File: config.mk
export PLATFORM = sky130hd
export DESIGN_NAME = serial_adder_ctrl
export DESIGN_NICKNAME = d
export VERILOG_FILES = /design/src/rtl/serial_adder_ctrl.sv
export SDC_FILE = /design/constraint.sdc
export NUM_CORES = 1
export LEC_CHECK = 0
export CORE_MARGIN = 2
export CORE_UTILIZATION = 46
export CTS_CLUSTER_DIAMETER = 100
export DETAILED_ROUTE_END_ITERATION = 10
export PLACE_DENSITY = 0.72
export SLEW_MARGIN = 40
export SYNTH_ARGS = -nofsm -noshare
export SYNTH_HDL_FRONTEND = slang
export SYNTH_SLANG_ARGS = --single-unit
File: constraint.sdc
create_clock -name clk -period 1.3 [get_ports clk]
set_input_delay 0.13 -clock clk [delete_from_list [all_inputs] [get_ports clk]]
set_output_delay 0.13 -clock clk [all_outputs]
set_load 0.03 [all_outputs]
File: src/rtl/serial_adder_ctrl.sv
// serial_adder_ctrl: bit-serial WIDTH-bit adder built around one shared full_adder cell.
// Operands are shifted out LSB first, one bit per clock, with the carry kept in a flop
// between bits. The result is presented through a registered start/done handshake.
//
// Optional feature macro: SERIAL_ADDER_SUB_EN
//   When defined, a `sub` input exists. With sub=1 the B register loads ~b and the
//   carry flop loads 1, so the block computes a - b (cout=1 means no borrow).
//   When undefined, the block is add-only and has no `sub` port.

// Single-bit full adder cell; the controller below time-multiplexes one instance.
module full_adder (
    input  logic a,
    input  logic b,
    input  logic cin,
    output logic sum,
    output logic cout
);

    // Plain combinational sum/carry of three input bits.
    always_comb begin
        sum  = a ^ b ^ cin;
        cout = (a & b) | (a & cin) | (b & cin);
    end

endmodule

module serial_adder_ctrl #(
    parameter int WIDTH = 8
) (
    input  logic             clk,
    input  logic             rst,
    input  logic             start,
    input  logic [WIDTH-1:0] a,
    input  logic [WIDTH-1:0] b,
    input  logic             cin,
`ifdef SERIAL_ADDER_SUB_EN
    input  logic             sub,
`endif
    output logic             busy,
    output logic             done,
    output logic [WIDTH-1:0] sum,
    output logic             cout
);

    // The counter is 5 bits wide, which covers the full 2..32 width range.
    localparam logic [4:0] LAST_BIT = 5'(WIDTH - 1);

    typedef enum logic [1:0] {
        S_IDLE  = 2'd0,
        S_SHIFT = 2'd1,
        S_DONE  = 2'd2
    } state_t;

    state_t           state_q, state_d;
    logic [WIDTH-1:0] opa_q,   opa_d;
    logic [WIDTH-1:0] opb_q,   opb_d;
    logic             carry_q, carry_d;
    logic [4:0]       cnt_q,   cnt_d;
    logic [WIDTH-1:0] res_q,   res_d;
    logic [WIDTH-1:0] sum_q,   sum_d;
    logic             cout_q,  cout_d;
    logic             busy_q,  busy_d;
    logic             done_q,  done_d;

    // Operand values as they should be loaded on an accepting edge.
    logic [WIDTH-1:0] load_b;
    logic             load_carry;

    // Shared adder cell: always looks at bit 0 of the operand registers.
    logic fa_sum;
    logic fa_cout;

    full_adder u_fa (
        .a    (opa_q[0]),
        .b    (opb_q[0]),
        .cin  (carry_q),
        .sum  (fa_sum),
        .cout (fa_cout)
    );

    // Select what the B register and carry flop load; subtract inverts B and forces carry 1.
    always_comb begin
        load_b     = b;
        load_carry = cin;
`ifdef SERIAL_ADDER_SUB_EN
        if (sub) begin
            load_b     = ~b;
            load_carry = 1'b1;
        end
`endif
    end

    // Next-state and datapath update for the sequencer.
    always_comb begin
        state_d = state_q;
        opa_d   = opa_q;
        opb_d   = opb_q;
        carry_d = carry_q;
        cnt_d   = cnt_q;
        res_d   = res_q;
        sum_d   = sum_q;
        cout_d  = cout_q;
        busy_d  = busy_q;
        done_d  = 1'b0;

        case (state_q)
            // IDLE and DONE both accept a new request; DONE only differs in its output.
            S_IDLE, S_DONE: begin
                busy_d  = 1'b0;
                state_d = S_IDLE;
                if (start) begin
                    opa_d   = a;
                    opb_d   = load_b;
                    carry_d = load_carry;
                    cnt_d   = 5'd0;
                    res_d   = '0;
                    busy_d  = 1'b1;
                    state_d = S_SHIFT;
                end
            end

            // One bit per edge; the result register fills from the MSB end so the
            // last bit lands it in natural order. start is ignored here.
            S_SHIFT: begin
                res_d   = {fa_sum, res_q[WIDTH-1:1]};
                carry_d = fa_cout;
                opa_d   = opa_q >> 1;
                opb_d   = opb_q >> 1;
                cnt_d   = cnt_q + 5'd1;
                if (cnt_q == LAST_BIT) begin
                    sum_d   = {fa_sum, res_q[WIDTH-1:1]};
                    cout_d  = fa_cout;
                    busy_d  = 1'b0;
                    done_d  = 1'b1;
                    state_d = S_DONE;
                end
            end

            default: begin
                busy_d  = 1'b0;
                state_d = S_IDLE;
            end
        endcase
    end

    // State register; synchronous reset aborts any operation and clears the result.
    always_ff @(posedge clk) begin
        if (rst) begin
            state_q <= S_IDLE;
            opa_q   <= '0;
            opb_q   <= '0;
            carry_q <= 1'b0;
            cnt_q   <= 5'd0;
            res_q   <= '0;
            sum_q   <= '0;
            cout_q  <= 1'b0;
            busy_q  <= 1'b0;
            done_q  <= 1'b0;
        end else begin
            state_q <= state_d;
            opa_q   <= opa_d;
            opb_q   <= opb_d;
            carry_q <= carry_d;
            cnt_q   <= cnt_d;
            res_q   <= res_d;
            sum_q   <= sum_d;
            cout_q  <= cout_d;
            busy_q  <= busy_d;
            done_q  <= done_d;
        end
    end

    assign busy = busy_q;
    assign done = done_q;
    assign sum  = sum_q;
    assign cout = cout_q;

endmodule

==> flow_summary.json <==
{
  "grt_overflow": 0,
  "synth.most_common_cell": "dfxtp_1",
  "worstPathRequired_ns": 1.53,
  "hold_depth": 3,
  "powerDensity_nw_per_um2": 1240,
  "critPathKind": "flop to flop",
  "clock_path_buffers": 2,
  "synth_nets": 211,
  "port_buffers": 30,
  "fin_skew_ns": 0.00465,
  "antennaDiodeCount": 0,
  "tritoncts": "done",
  "status": "finished, violations left",
  "critPathLaunchType": "flop",
  "max_freq_mhz": 759,
  "avgSynthCellArea_um2": 9.33,
  "drc_errors": 0,
  "synth_cells": 189,
  "hold_buffers": 0,
  "drive_above_1_share": 0.179,
  "p_leak_nw": 0.884,
  "via_count": 1497,
  "cts_root_buf": "clkbuf_8",
  "grt_pass1_vias": 1496,
  "hold_ws_ns": 0.376,
  "path_clk_slew_ns": 0.08,
  "drt_wl_total_um": 3820,
  "boundaryPins": 31,
  "cts_sinks": 42,
  "synthArstFlopShare": 0,
  "final_core_util": 0.654,
  "gp_congestion": 0.849,
  "post-route-period-util": 1.01,
  "max_slew_margin": 0.786,
  "cp_max_fo": 5,
  "ys_top_cells_by_area": "dfxtp_1 (48%), a21oi_1 (8.2%), nand3_1 (7.7%)",
  "grt_max_degree": 34,
  "cts_buffers": 5,
  "fill_cells": 302,
  "grt_antenna_before_repair": 0,
  "ys_warn_count": 0,
  "synth_top_area_frac": 0.477,
  "ant_nets": 0,
  "die_w_um": 65.9,
  "die_area_um2": 4340,
  "setup_slack_ns": -0.0178,
  "synth_xor_area_frac": 0,
  "setup_violations": 4,
  "syn_area_um2": 1760,
  "synthDistinctLibCells": 26,
  "viasPerCell": 5.40,
  "start_util": 0.482,
  "drv_slew": 0,
  "hold_path_class": "primary input to flop",
  "clk_latency_ns": 0.30,
  "muxShareOfSynthArea": 0.0639,
  "wire_per_inst_um": 13.8,
  "drt_pass1_iterations": 4,
  "hold_violations": 0,
  "place_hpwl_um": 2580,
  "synth_edf_count": 0,
  "tightest_slew_ns": 0.319,
  "synth_top_family_by_area": "simple AND/OR/NAND/NOR gates",
  "area_growth_pct": 35.8,
  "initialDrtViolationCount": 60,
  "synth-seq-area-share": 0.477,
  "placementRows": 22,
  "ff2ff_path_depth": 5,
  "synth_top_area_cell": "dfxtp_1",
  "h-tree-depth": 2,
  "yosys_register_bits": 42,
  "ys.flop_type": "dfxtp_1",
  "track_usage": 0.190,
  "layout.nets": 250,
  "critPathCaptureType": "flop",
  "yosys-top-cells-count": "dfxtp_1 (42), a21oi_1 (29), nand3_1 (27)",
  "rsz0062_at_grt": "yes",
  "synthAdderAreaFrac": 0.0185,
  "vdd_drop_max_mv": 0.756,
  "violations": "negative setup slack",
  "grt_pass1_wl_um": 6370,
  "die_y_um": 65.9,
  "period_needed_ns": 1.32,
  "coreArea_um2": 3660,
  "synthSimpleGateAreaFrac": 0.218,
  "cp.arrival_ns": 1.55,
  "drv_cap": 0,
  "synth-compound-area-share": 0.165
}
==> per-stage QoR <==
| stage | power (mW) | instances | setup WS (ns) | cell area (um2) | setup TNS [ns] |
|---|---|---|---|---|---|
| 2_1_floorplan | 1.59 | 189 | 0.0671 | 1760 | 0 |
| 3_3_place_gp | 1.71 | 266 | -0.0927 | 2180 | -1.13 |
| 3_5_place_dp | 1.73 | 266 | -0.167 | 2180 | -2.25 |
| 4_1_cts | 2.98 | 274 | -0.00260 | 2310 | -0.00260 |
| 5_1_grt | 3.09 | 277 | -0.117 | 2390 | -0.898 |
| 6_report | 2.97 | 277 | -0.0178 | 2390 | -0.0506 |
==> path summary, 6_finish.rpt <==
| path | slack (ns) | endpoint | startpoint |
|---|---|---|---|
| worst min-delay path | 0.38 | opb_q[7] | b[7] |
| worst min register to register | 0.47 | opa_q[3] | opa_q[3] |
| worst max register to register | -0.02 | sum[2] | cnt_q[1] |
| worst max-delay path | -0.02 | sum[2] | cnt_q[1] |
==> cells by family after synthesis <==
group / after synthesis
mux: 11
fa+ha+maj: 2
simple gates: 69
flops: 42
compound gates: 48
buf+inv: 17
==> registers in the layout, indices dropped and copies added, names as in the netlist, 2 cells and up <==
signal   count
opb_q        8
sum          8
cnt_q        5
opa_q        8
res_q        7
state_q      2
==> layout make-up <==
class                      instances  area (um2)  share of cell area
sequential                        42         843               0.352
timing repair buffer              49         478               0.200
tap                               48        60.1              0.0251
multi-input combinational        130         870               0.363
clock buffer                       6        82.6              0.0345
clock inverter                     2        60.1              0.0251
==> where the power goes <==
| part | leakage, nW | total (mW) | switching, mW | internal, mW |
|---|---|---|---|---|
| Sequential | 0.343 | 1.36 | 0.0309 | 1.33 |
| Combinational | 0.470 | 0.341 | 0.167 | 0.174 |
| Clock | 0.0714 | 1.26 | 0.446 | 0.819 |
| Total | 0.884 | 2.97 | 0.644 | 2.33 |
==> worst max-delay path: stages, from the launching register on <==
cell and delay [ns]:
dfxtp_2 0.36, ha_4 0.15, nand2_4 0.05, nor4_4 0.31, buf_6 0.19, mux2i_1 0.19
==> timing repair <==
item,4_1_cts,5_1_grt
buffers inserted,0,2
cloned,0,1
setup endpoints to repair,20,16
gates resized for setup,13,17
pin swaps,0,5
==> routing by layer <==
| layer | wire length, um | GRT usage | vias to the layer above | share of wire |
|---|---|---|---|---|
| met5 | 0 | 0 | - | 0 |
| met4 | 25 | 0.0469 | 0 | 0.0065 |
| met3 | 205 | 0.0579 | 2 | 0.054 |
| met2 | 1960 | 0.347 | 35 | 0.51 |
| met1 | 1630 | 0.214 | 715 | 0.43 |
| li1 | - | - | 745 | - |
==> cell usage in the layout, fill, tap and decap left out <==
| cell type | Yosys | layout |
|---|---|---|
| clkbuf_8 | 0 | 6 |
| o22ai_1 | 1 | 1 |
| a21oi_2 | 0 | 1 |
| nand2b_4 | 1 | 1 |
| nand2_1 | 11 | 10 |
| bufinv_16 | 0 | 2 |
| ha_4 | 0 | 1 |
| dlygate4sd2_1 | 0 | 11 |
| nor4_4 | 0 | 1 |
| mux2_2 | 2 | 2 |
| mux2i_1 | 9 | 9 |
| a22oi_1 | 15 | 15 |
| buf_6 | 1 | 3 |
| buf_12 | 0 | 3 |
| nor3b_1 | 1 | 1 |
| nand3_2 | 0 | 1 |
| nor2b_4 | 0 | 1 |
| nand4_1 | 1 | 1 |
| nor2b_2 | 0 | 1 |
| and2b_2 | 0 | 1 |
| buf_4 | 6 | 13 |
| nand3_1 | 27 | 26 |
| nor2b_1 | 3 | 1 |
| dfxtp_2 | 0 | 2 |
| a211oi_2 | 1 | 1 |
| dfxtp_1 | 42 | 40 |
| a21oi_1 | 29 | 28 |
| or3_1 | 1 | 1 |
| o31ai_1 | 1 | 1 |
| o211ai_1 | 1 | 1 |
| nand2_4 | 0 | 1 |
| nand2b_1 | 21 | 21 |
| fa_1 | 1 | 1 |
| nor2_1 | 1 | 1 |
| clkdlybuf4s50_1 | 0 | 19 |
Note: power is estimated with default switching activity, not from simulation.
